--- config.mk ---
export PLATFORM = sky130hd
export DESIGN_NAME = clk_div_ctrl
export DESIGN_NICKNAME = d
export VERILOG_FILES = /design/src/rtl/clk_div_pkg.sv /design/src/rtl/clk_div_ctrl_rr_arb2.sv /design/src/rtl/clk_div_ctrl.sv
export SDC_FILE = /design/constraint.sdc
export NUM_CORES = 1
export LEC_CHECK = 0
export CAP_MARGIN = 10
export CORE_MARGIN = 5
export CORE_UTILIZATION = 50
export CTS_CLUSTER_DIAMETER = 200
export DETAILED_ROUTE_END_ITERATION = 6
export GPL_TIMING_DRIVEN = 1
export PLACE_DENSITY_LB_ADDON = 0.12
export SYNTH_ARGS = -nofsm -noshare
export SYNTH_HDL_FRONTEND = slang
export SYNTH_SLANG_ARGS = --single-unit
--- constraint.sdc ---
create_clock -name i_clk -period 2.41 [get_ports i_clk]
set_clock_uncertainty 0.15 [all_clocks]
set_input_delay 0.241 -clock i_clk [delete_from_list [all_inputs] [get_ports i_clk]]
set_output_delay 0.241 -clock i_clk [all_outputs]
set_load 0.02 [all_outputs]
--- src/rtl/clk_div_pkg.sv ---
// -----------------------------------------------------------------------------
// clk_div_pkg
// Shared definitions for the odd-divider reconfiguration controller:
//   - FSM state encoding
//   - default hold / settle timing
//   - divisor width constants and the divisor legality check
// -----------------------------------------------------------------------------
package clk_div_pkg;

    localparam int DIV_W            = 16;
    localparam int SCNT_W           = 17;  // one bit wider than a divisor
    localparam int HOLD_CYC_DEF     = 4;
    localparam int SETTLE_EXTRA_DEF = 2;

    typedef enum logic [2:0] {
        ST_IDLE   = 3'd0,
        ST_CHECK  = 3'd1,
        ST_HOLD   = 3'd2,
        ST_LOAD   = 3'd3,
        ST_SETTLE = 3'd4,
        ST_ACK    = 3'd5
    } state_e;

    // The divider only implements odd ratios; 0 selects bypass and is legal.
    function automatic logic div_rejected(input logic [DIV_W-1:0] d);
        return (d[0] == 1'b0) && (d != '0);
    endfunction

endpackage

--- src/rtl/clk_div_ctrl_rr_arb2.sv ---
// -----------------------------------------------------------------------------
// rr_arb2
// Two-way round-robin arbiter, purely combinational.
//   req_i [1:0] : request vector
//   ptr_i       : preferred requester when both request
//   gnt_o [1:0] : one-hot grant (all zero when nothing requests)
// A lone request always wins; the pointer only breaks ties.
// -----------------------------------------------------------------------------
module rr_arb2 (
    input  logic [1:0] req_i,
    input  logic       ptr_i,
    output logic [1:0] gnt_o
);

    always_comb begin
        gnt_o = req_i;
        if (req_i == 2'b11) begin
            gnt_o = ptr_i ? 2'b10 : 2'b01;
        end
    end

endmodule

--- src/rtl/clk_div_ctrl.sv ---
// -----------------------------------------------------------------------------
// clk_div_ctrl
// Sequences a divisor change on an external odd clock divider for two
// requesters: arbitrate, reject even divisors, hold the divider in reset,
// load the new divisor, wait for it to settle, then acknowledge.
//
// Parameters
//   HOLD_CYC     : cycles the divider reset is held before the load
//   SETTLE_EXTRA : cycles added to the divisor for the settle wait
// Ports
//   i_clk       : clock, rising edge
//   i_rst       : synchronous active-low reset
//   i_req[1:0]  : level request per requester, held until acknowledged
//   i_div0/1    : divisor requested by requester 0 / 1
//   o_ack[1:0]  : one-cycle completion pulse for the served requester
//   o_err       : qualifies o_ack, 1 = request rejected
//   o_busy      : high whenever the controller is not idle
//   o_div_rst   : active-low reset to the divider
//   o_divisor   : divisor to the divider, 0 = bypass
// All outputs are registered from the next state so they line up with it.
// -----------------------------------------------------------------------------
module clk_div_ctrl
    import clk_div_pkg::*;
#(
    parameter int HOLD_CYC     = HOLD_CYC_DEF,
    parameter int SETTLE_EXTRA = SETTLE_EXTRA_DEF
) (
    input  logic             i_clk,
    input  logic             i_rst,
    input  logic [1:0]       i_req,
    input  logic [DIV_W-1:0] i_div0,
    input  logic [DIV_W-1:0] i_div1,
    output logic [1:0]       o_ack,
    output logic             o_err,
    output logic             o_busy,
    output logic             o_div_rst,
    output logic [DIV_W-1:0] o_divisor
);

    // Down counters stop at zero, so the loaded value is the length minus one.
    localparam logic [DIV_W-1:0]  HOLD_LD =
        (HOLD_CYC > 0) ? DIV_W'(HOLD_CYC - 1) : '0;
    localparam logic [SCNT_W-1:0] SETTLE_EXTRA_W = SCNT_W'(SETTLE_EXTRA);

    state_e             state_q, state_d;
    logic               ptr_q, ptr_d;
    logic               win_q, win_d;
    logic [DIV_W-1:0]   pend_q, pend_d;
    logic [DIV_W-1:0]   hold_cnt_q, hold_cnt_d;
    logic [SCNT_W-1:0]  settle_cnt_q, settle_cnt_d;
    logic [SCNT_W-1:0]  settle_tot;
    logic [SCNT_W-1:0]  settle_ld;

    logic [1:0]         ack_q, ack_d;
    logic               err_q, err_d;
    logic               busy_q, busy_d;
    logic               div_rst_q, div_rst_d;
    logic [DIV_W-1:0]   divisor_q, divisor_d;

    logic [1:0]         gnt;

    rr_arb2 u_arb (
        .req_i (i_req),
        .ptr_i (ptr_q),
        .gnt_o (gnt)
    );

    // Settle length computed 17 bits wide so 16'hFFFF + extra cannot wrap.
    always_comb begin
        settle_tot = {1'b0, pend_q} + SETTLE_EXTRA_W;
        settle_ld  = (settle_tot == '0) ? '0 : settle_tot - 1'b1;
    end

    // State register
    always_ff @(posedge i_clk) begin
        if (!i_rst) begin
            state_q <= ST_IDLE;
        end else begin
            state_q <= state_d;
        end
    end

    // Next-state logic
    always_comb begin
        state_d = state_q;
        case (state_q)
            ST_IDLE:   if (|i_req) state_d = ST_CHECK;
            ST_CHECK:  state_d = div_rejected(pend_q) ? ST_ACK : ST_HOLD;
            ST_HOLD:   if (hold_cnt_q == '0) state_d = ST_LOAD;
            ST_LOAD:   state_d = ST_SETTLE;
            ST_SETTLE: if (settle_cnt_q == '0) state_d = ST_ACK;
            ST_ACK:    state_d = ST_IDLE;
            default:   state_d = ST_IDLE;
        endcase
    end

    // Arbitration, latching and counters
    always_comb begin
        ptr_d        = ptr_q;
        win_d        = win_q;
        pend_d       = pend_q;
        hold_cnt_d   = hold_cnt_q;
        settle_cnt_d = settle_cnt_q;

        // Requests are only looked at in IDLE; the latched copy drives the rest.
        if (state_q == ST_IDLE && (|i_req)) begin
            win_d  = gnt[1];
            pend_d = gnt[0] ? i_div0 : i_div1;
        end

        // ACK is only ever entered from CHECK or SETTLE, so this is entry.
        if (state_d == ST_ACK) begin
            ptr_d = ~win_q;
        end

        if (state_q == ST_CHECK) begin
            hold_cnt_d = HOLD_LD;
        end else if (state_q == ST_HOLD && hold_cnt_q != '0) begin
            hold_cnt_d = hold_cnt_q - 1'b1;
        end

        if (state_q == ST_LOAD) begin
            settle_cnt_d = settle_ld;
        end else if (state_q == ST_SETTLE && settle_cnt_q != '0) begin
            settle_cnt_d = settle_cnt_q - 1'b1;
        end
    end

    // Output logic, decoded from the state being entered
    always_comb begin
        ack_d     = '0;
        err_d     = 1'b0;
        busy_d    = (state_d != ST_IDLE);
        div_rst_d = 1'b1;
        divisor_d = divisor_q;
        case (state_d)
            ST_HOLD: div_rst_d = 1'b0;
            ST_LOAD: begin
                div_rst_d = 1'b0;
                divisor_d = pend_q;
            end
            ST_ACK: begin
                ack_d[win_q] = 1'b1;
                err_d        = (state_q == ST_CHECK);  // only the reject path skips SETTLE
            end
            default: ;
        endcase
    end

    always_ff @(posedge i_clk) begin
        if (!i_rst) begin
            ptr_q        <= 1'b0;
            win_q        <= 1'b0;
            hold_cnt_q   <= '0;
            settle_cnt_q <= '0;
            ack_q        <= '0;
            err_q        <= 1'b0;
            busy_q       <= 1'b0;
            div_rst_q    <= 1'b0;
            divisor_q    <= '0;
        end else begin
            ptr_q        <= ptr_d;
            win_q        <= win_d;
            hold_cnt_q   <= hold_cnt_d;
            settle_cnt_q <= settle_cnt_d;
            ack_q        <= ack_d;
            err_q        <= err_d;
            busy_q       <= busy_d;
            div_rst_q    <= div_rst_d;
            divisor_q    <= divisor_d;
        end
    end

    // Pending divisor is pure data and is always written before use.
    always_ff @(posedge i_clk) begin
        pend_q <= pend_d;
    end

    assign o_ack     = ack_q;
    assign o_err     = err_q;
    assign o_busy    = busy_q;
    assign o_div_rst = div_rst_q;
    assign o_divisor = divisor_q;

endmodule

# ---- Yosys cells after proc, flatten, opt, wreduce, memory -nomap -nowiden
# Cells that the tools add are included.
dict set report op_classes {
  n_addsub 4
  mul 0
  div_mod_pow 0
  n_lt_le_gt_ge 2
  n_eq_ne 8
  shift 0
  n_mux 16
  n_bitwise 3
  reduce_logical 19
}
# op count
set ops {}
lappend ops {{two-way mux 17 bit} 3}
lappend ops {{zero test 17 bit} 2}
lappend ops {{subtractor 17 x 1 -> 17 bit, second input constant} 2}
lappend ops {{nonzero test 16 bit} 2}
lappend ops {{adder 16 x 2 -> 17 bit, second input constant} 1}
lappend ops {{nonzero test 17 bit} 1}
lappend ops {{zero test 16 bit} 1}
lappend ops {{two-way mux 16 bit} 1}
lappend ops {{subtractor 16 x 1 -> 16 bit, second input constant} 1}
lappend ops {{one-hot mux 3 bit (5 select lines)} 1}
lappend ops {{== test 3 x 2 -> 1 bit, second input constant} 4}
lappend ops {{two-way mux 3 bit} 4}
lappend ops {{two-way mux 2 bit} 4}
lappend ops {{== test 3 bit, second input constant} 2}
lappend ops {{OR reduction 2 bit} 3}
lappend ops {{logical AND 1 bit} 5}
lappend ops {{nonzero test 2 bit} 2}
lappend ops {{== test 3 x 1 -> 1 bit, second input constant} 1}
lappend ops {{zero test 3 bit} 1}
lappend ops {{inverter 1 bit} 3}
lappend ops {{nonzero test 3 bit} 1}
lappend ops {{== test 2 bit, second input constant} 1}
lappend ops {{< comparator 1 x 2 -> 1 bit, second input constant} 1}
lappend ops {{two-way mux 1 bit} 2}
lappend ops {{3 further kinds} 3}
dict set report totals {
  ff_bits 75
  latch_bits 0
  mem_bits_rw 0
  mem_bits_ro 0
  elab_cells 64
  memories 0
}

# ---- Depth between registers and ports, before layout
# Gate-level depths: netlist of the first run.
dict set report depth {
  ltp_word 7
  mapped_depth 11
}

# ---- By module
# Synthesis of the first run repeated with hierarchy kept, for this count alone.
dict set report hier_totals {
  hier_cells 503
  area_unflattened_um2 4350.4
}
# module instances cells_per_inst area_each_um2 seq_area_each_um2
set by_module_without_submodules {}
lappend by_module_without_submodules {clk_div_ctrl 1 500 4331.7 1661.6}
lappend by_module_without_submodules {rr_arb2 1 3 18.8 0.0}

# ---- Least setup slack after synthesis of the first run
# OpenSTA, ideal clock, no wires.
dict set report synth_timing {
  path_kind {reg2reg}
  from {reg pend_q[1]}
  to {reg settle_cnt_q[10]}
  setup_ns 0.117
  arrival_time_ns 2.394
  t_required_ns 2.143
  path_slack_ns -0.251
  path_stages_with_launch 12
  n_path_buf 3
  synth_period_minus_slack_ns 2.661
  cell_sequence {edfxtp_1 ha_1 clkbuf_1 nand3_1 nor4_1 xnor2_1 nand2_1 or3_1 clkbuf_1 buf_2 a31oi_1 nor2_1}
}
dict set report synth_between {
  elab_chain_cells 4
  elab_cells_between_ends 5
  cone_classes {2 x add/sub; 2 x mux; 1 x reduce/logical}
}
# item line_no
set synth_rtl {}
lappend synth_rtl {{start: declaration} clk_div_ctrl.sv:48} ;# logic [DIV_W-1:0] pend_q, pend_d;
lappend synth_rtl {{start signal: assignment} clk_div_ctrl.sv:176} ;# pend_q <= pend_d;
lappend synth_rtl {{adder 16 x 2 -> 17 bit (*)} clk_div_ctrl.sv:70} ;# settle_tot = {1'b0, pend_q} + SETTLE_EXTRA_W;
lappend synth_rtl {{subtractor 17 x 1 -> 17 bit / zero test 17 bit (equally long branches)} clk_div_ctrl.sv:71} ;# settle_ld = (settle_tot == '0) ? '0 : settle_tot - 1'b1;
lappend synth_rtl {{two-way mux 17 bit (*)} clk_div_ctrl.sv:71}
lappend synth_rtl {{two-way mux 17 bit (*)} clk_div_ctrl.sv:122} ;# if (state_q == ST_LOAD) begin
lappend synth_rtl {{end signal: assignment} clk_div_ctrl.sv:165} ;# settle_cnt_q <= settle_cnt_d;
lappend synth_rtl {{end: declaration} clk_div_ctrl.sv:50} ;# logic [SCNT_W-1:0] settle_cnt_q, settle_cnt_d;
# Every way passes the cells marked *; elsewhere a longest branch is shown, timed or not.
# A chain may end at the register's enable or synchronous reset.

# ---- Worst setup path after layout of the first run
dict set report layout_timing {
  from {reg pend_q[2]}
  to {reg settle_cnt_q[9]}
}
# The elaborated chain is that of the path after synthesis.

==> results of run 1 <==
## registers in the layout (all words and copies together) (netlist names)
signal,flops
win_q,1
o_divisor,16
o_busy,1
o_div_rst,1
pend_q,16
state_q,3
o_ack,2
o_err,1
settle_cnt_q,17
ptr_q,1
hold_cnt_q,16
## cell type report
cell class,instances,share of cell area (%)
Clock buffer,12,2.93
Sequential cell,75,27.7
Tap cell,105,2.18
Timing Repair Buffer,128,19.3
Multi-Input combinational cell,359,46.6
Inverter,10,0.624
Clock inverter,3,0.728
## layout by cell type (no fill, tap or decap), types with 5 or more instances in the layout
cell | netlist | final
mux2i_1 | 19 | 16
buf_4 | 0 | 60
nor4_1 | 11 | 6
a21boi_1 | 9 | 8
nand2_1 | 29 | 28
nand3_1 | 22 | 16
nor2_1 | 42 | 39
mux2_2 | 16 | 16
or3_1 | 7 | 5
nor3_1 | 16 | 13
nor2b_1 | 22 | 21
nor3_2 | 3 | 5
clkdlybuf4s50_1 | 0 | 56
clkbuf_8 | 0 | 11
dfxtp_1 | 59 | 55
nand2b_1 | 5 | 5
xnor2_1 | 34 | 32
edfxtp_1 | 16 | 16
nand4_1 | 7 | 7
xor2_1 | 19 | 19
inv_1 | 10 | 10
a21oi_1 | 11 | 9
ha_1 | 8 | 7
o21ai_0 | 13 | 10
buf_6 | 2 | 10
## layer usage
metal,GRT usage [%],vias to the layer above,routed length (um)
met1,29.8,1801,5250
met5,0,-,0
met2,32.7,78,5520
met4,6.05,0,116
met3,4.67,10,439
li1,-,1887,-
## per-stage QoR
stage	total power [mW]	util, %	setup slack, ns	instances
finish	6.45	72.5	-0.0539	692
floorplan	3.88	-	-0.0474	473
CTS	6.08	67.8	-0.0137	684
global route	6.84	72.5	-0.156	692
global placement	4.90	64.9	-0.0120	669
detailed placement	4.96	64.9	-0.0549	669
## power by group
part           internal [mW]  total (mW)  switching, mW
clock network          0.593        1.07          0.479
registers               1.65        1.94          0.294
logic                   1.66        3.44           1.78
total                   3.90        6.45           2.55
## critical path: stages, from the launching register on
cell      delay, ns
edfxtp_1       0.50
ha_4           0.25
buf_6          0.14
nor2b_4        0.12
o2111a_1       0.17
o22ai_2        0.26
buf_6          0.15
mux2i_2        0.23
xor2_1         0.16
nand3_1        0.11
a21boi_1       0.16
## logic make-up after synthesis
group	count (synthesis)	synth area share (%)
multiplexers	35	8.61
AND/OR/NAND/NOR	199	25.5
AO/OA/AOI/OAI	64	10.2
adder cells (fa/ha/maj)	8	2.33
XOR/XNOR	53	10.8
flip-flops	75	38.6
buffers and inverters	39	3.87
## repair_timing
action	4_1_cts	5_1_grt
pin swaps	2	18
setup endpoints to repair	26	50
cloned	0	2
endpoints found under the hold margin	0	0
resized for setup	6	67
setup buffers	0	6
## worst max path at each step
| stage | slack (ns) | from | endpoint |
|---|---|---|---|
| 2_1_floorplan | -0.05 | hold_cnt_q[3] | hold_cnt_q[12] |
| 3_3_place_gp | -0.01 | hold_cnt_q[5] | hold_cnt_q[10] |
| 3_5_place_dp | -0.05 | pend_q[2] | settle_cnt_q[13] |
| 4_1_cts | -0.01 | pend_q[2] | settle_cnt_q[9] |
| 5_1_grt | -0.16 | pend_q[2] | settle_cnt_q[13] |
| 6_report | -0.05 | pend_q[2] | settle_cnt_q[9] |
==> results.toml, run 1 <==
[logic_synthesis]
ys_seq_area_share_pct = 38.6
yosysTopAreaCell = "dfxtp_1"
synth.distinct_cells = 52
synth_top_area_share_pct = 27.5
synth_seq_cells = 75
yosys_warnings = 0
synth_area_mm2 = 0.00430
synth_edf_count = 16
synth_area_leaders = "dfxtp_1 (27%), edfxtp_1 (11%), xnor2_1 (6.9%)"
yosysMostFrequentCell = "dfxtp_1"
synth-main-ff-cell = "dfxtp_1"
async_flop_share_pct = 0
avgSynthCellArea_um2 = 9.09
synth_top_cells_by_count = "dfxtp_1 (59), nor2_1 (42), xnor2_1 (34)"
syn-num-nets = 517
syn_inst = 473

[worst_hold_path]
hold_path_class = "reg2reg"
worstHoldEndpoint = "o_ack[0]"
hold_path_depth = 1
hp-start = "win_q"

[global_route]
grt_pass1_wl_um = 17700
grt-ovfl-total = 0
antenna_found_initial = 0
grtUsageTotal_pct = 21.2
grt_pass1_vias = 3709
grt_max_degree = 34

[critical_path]
rr_worst_depth = 10
cp.arrival_ns = 2.60
cp_max_fo = 5
crit_type = "reg2reg"
worstPathRequired_ns = 2.55
ff2ff_setup_slack_ns = -0.05
cp-start-kind = "flop"
r2r_end = "settle_cnt_q[9]"
end_kind = "flop"
timing.rr.start = "pend_q[2]"

[sta]
finalWorstSetupSlack_ns = -0.0539
worst_pin_slew_ns = 0.662
finalSetupTns_ns = -0.105
hold_viol = 0
fin_hold_ws_ns = 0.330
rsz0062_at_grt = "true"
setup_violations = 4
slew_headroom_pct = 55.9
fmax_mhz = 406
slew_violations = 0
fin_crit_ns = 2.46
period_share_pct = 102

[clock_network]
cts-buffers-inserted = 9
cts.clk_slew.worst_paths_ns = 0.08
root_buffer = "clkbuf_8"
cts_tree = "yes"
h-tree-depth = 3
cts.sinks = 75
clockBufferDepth = 2
holdBufCountCts = 0
clock_latency_ns = 0.35

[detailed_routing]
first_iter_violations = 164
wire_per_inst_um = 16.4
drc = 0
firstDrtPassIters = 4
vias = 3776
wl_um = 11300
antenna_left = 0
via_per_inst = 5.46

[placed_design]
post_dp_cell_area_mm2 = 0.00538
port_buffers = 56
gp_congestion = 0.853
post-dp-hpwl_um = 7740

[floorplan]
rows = 33
die_w_um = 103
dieArea_mm2 = 0.0106
fp.dieH_um = 103
start_util_pct = 51.8
core_area_mm2 = 0.00830
io_pins = 57

[finish]
fin_area_mm2 = 0.00602
drive_gt1_share_pct = 28.3
ff_latch_area_mm2 = 0.00167
fin_nets = 627
fillers = 586
area_growth_pct = 39.9
multi_input_area_mm2 = 0.00280
diodes = 0

[flow_run]
maxCapViolations = 0

[pwr]
p_per_area_mw_per_mm2 = 1070
max-vdd-ir-drop_v = 0.000639
leakage_nw = 2.21

[run_status]
status = "complete, but fails checks"
violations = "setup timing"
(Power assumes the default switching activity.)
==> run 2: changes to the inputs <==
--- a/config.mk
+++ b/config.mk
@@ -5,7 +5,7 @@
 export SDC_FILE = /design/constraint.sdc
 export NUM_CORES = 1
 export LEC_CHECK = 0
-export CAP_MARGIN = 10
+export CAP_MARGIN = 20
 export CORE_MARGIN = 5
 export CORE_UTILIZATION = 50
 export CTS_CLUSTER_DIAMETER = 200
==> results of run 2 <==
Final layout, timing and power as in run 1 (identical DEF).
==> run 3: changes to the inputs <==
--- a/config.mk
+++ b/config.mk
@@ -7,7 +7,7 @@
 export LEC_CHECK = 0
 export CAP_MARGIN = 20
 export CORE_MARGIN = 5
-export CORE_UTILIZATION = 50
+export CORE_UTILIZATION = 40
 export CTS_CLUSTER_DIAMETER = 200
 export DETAILED_ROUTE_END_ITERATION = 6
 export GPL_TIMING_DRIVEN = 1
==> run 3 against run 2 <==
- the run still ends with setup timing left
- first-iteration DRC count shrank 9.8%
- routed wire length shrank 0.19%
- critical path type unchanged
- design area increased by 2.2%
- largest cell class unchanged
- flip-flop and latch count did not move
- count of clock-buffer cells in the layout shrank 1
- non-clock buffer count up 15
- combinational power about the same
- worst hold slack gained 0.030 ns
==> results.toml, run 3 (synthesis results as in run 1) <==
[critical_path]
slowest_delay_ns = 0.54
critPathSlowestCell = "or4_4"
cp.arrival_ns = 2.60
end_kind = "flop"
crit_type = "reg2reg"
cp_cell_sequence = "or4_4 > or4b_4 > nor3_4 > and2_4 > nor3_2 > or2_4 > o22ai_2"
cp-start-kind = "flop"
cp_max_fo = 4
worstPathRequired_ns = 2.55

[detailed_routing]
firstDrtPassIters = 4
wl_um = 11300
first_iter_violations = 148
via_per_inst = 5.18
wire_per_inst_um = 15.3
vias = 3830
antenna_left = 0
drc = 0

[sta]
finalSetupTns_ns = -0.197
rsz0062_at_grt = "true"
finalWorstSetupSlack_ns = -0.0479
period_share_pct = 102
fin_crit_ns = 2.46
slew_violations = 0
fmax_mhz = 407
slew_headroom_pct = 60.4
hold_viol = 0
setup_violations = 13
worst_pin_slew_ns = 0.594
fin_hold_ws_ns = 0.360

[pwr]
max-vdd-ir-drop_v = 0.000362
finalPower_mw = 6.32
leakage_nw = 2.27
p_per_area_mw_per_mm2 = 1030

[global_route]
grt_pass1_wl_um = 17600
grt_max_degree = 25
antenna_found_initial = 0
grtUsageTotal_pct = 16.9
grt_pass1_vias = 3732
grt-ovfl-total = 0

[finish]
area_growth_pct = 43.0
largest_register_ffs = 17
final_cell_mix = "buf_4 (75), dfxtp_1 (56), clkdlybuf4s50_1 (56), nor2_1 (37), xnor2_1 (31)"
ff_latch_area_mm2 = 0.00167
regMostFlops = "settle_cnt_q"
fin_nets = 642
drive_gt1_share_pct = 31.3
multi_input_area_mm2 = 0.00281
fin_area_mm2 = 0.00615
diodes = 0
fillers = 893
final_common_cell = "buf_4"

[floorplan]
fp.dieH_um = 114
core_area_mm2 = 0.0104
io_pins = 57
rows = 37
die_w_um = 114
dieArea_mm2 = 0.0129
start_util_pct = 41.3

[clock_network]
cts.clk_slew.worst_paths_ns = 0.08
cts-buffers-inserted = 9
cts.sinks = 75
root_buffer = "clkbuf_8"
h-tree-depth = 3
cts_tree = "yes"
clock_latency_ns = 0.36
clockBufferDepth = 2

[placed_design]
post_dp_cell_area_mm2 = 0.00546
port_buffers = 56
pre_cts_ws_ns = -0.0637
post-dp-hpwl_um = 7770
gp_congestion = 0.804

[worst_hold_path]
hold_path_class = "reg2reg"

[flow_run]
maxCapViolations = 0

[run_status]
violations = "setup timing"
status = "complete, but fails checks"
-- run 3: cell types whose count changed in the layout (fill, tap and decap cells not counted), moves of 3 or more --
cell,previous run,this run
a21oi_2,0,3
buf_4,60,75
clkinv_2,1,4
nand3_1,16,13
nand3_2,4,9
nor3_1,13,10
nor4_2,4,8
-- run 3: final timing paths --
kind	start	endpoint	slack [ns]	depth (start not counted)
worst min register to register	ptr_q	ptr_q	0.36	2
worst min-delay path	ptr_q	ptr_q	0.36	2
worst max-delay path	hold_cnt_q[5]	ptr_q	-0.05	7
worst max register to register	hold_cnt_q[5]	ptr_q	-0.05	7
-- run 3: critical path, delay by kind of cell (launching register included) --
| family | cells | cell delay (ns) |
|---|---|---|
| and+or+nand+nor | 6 | 1.78 |
| DFF | 1 | 0.32 |
| AOI/OAI and AO/OA | 1 | 0.14 |
-- run 3: area by class of cell --
| cell class | instances | share of cell area [%] |
|---|---|---|
| multi-input cells | 359 | 45.7 |
| repair buffers | 143 | 20.9 |
| well taps | 136 | 2.77 |
| inverters | 10 | 0.611 |
| clock buffers | 11 | 2.48 |
| flip-flops and latches | 75 | 27.1 |
| clock inverters | 5 | 0.428 |
-- run 3: power by group --
| part | internal, mW | total, mW | switching (mW) |
|---|---|---|---|
| sequential | 1.65 | 1.93 | 0.282 |
| combinational | 1.70 | 3.46 | 1.77 |
| clock | 0.431 | 0.924 | 0.493 |
| total | 3.78 | 6.32 | 2.54 |
-- run 3: metrics by stage --
| stage | utilization (%) | cells |
|---|---|---|
| floorplan | - | 473 |
| global placement | 52.4 | 703 |
| detailed placement | 52.4 | 703 |
| CTS | 55.0 | 726 |
| global route | 59.0 | 739 |
| finish | 59.0 | 739 |
-- run 3: repair_timing --
item                       CTS  global route
buffers inserted             6            12
hold buffers                 0             0
cloned                       1             1
setup endpoints to repair   35            48
pin swaps                    2            24
resized for setup            7            69
-- run 3: per-layer routing --
layer | share of wire [%] | wire (um) | track usage [%] | vias up
li1 | - | - | - | 1925
met1 | 43 | 4860 | 20.2 | 1808
met2 | 51 | 5740 | 29.1 | 76
met3 | 4.5 | 507 | 5.04 | 21
met4 | 1.8 | 198 | 5.29 | 0
met5 | 0 | 0 | 0 | -
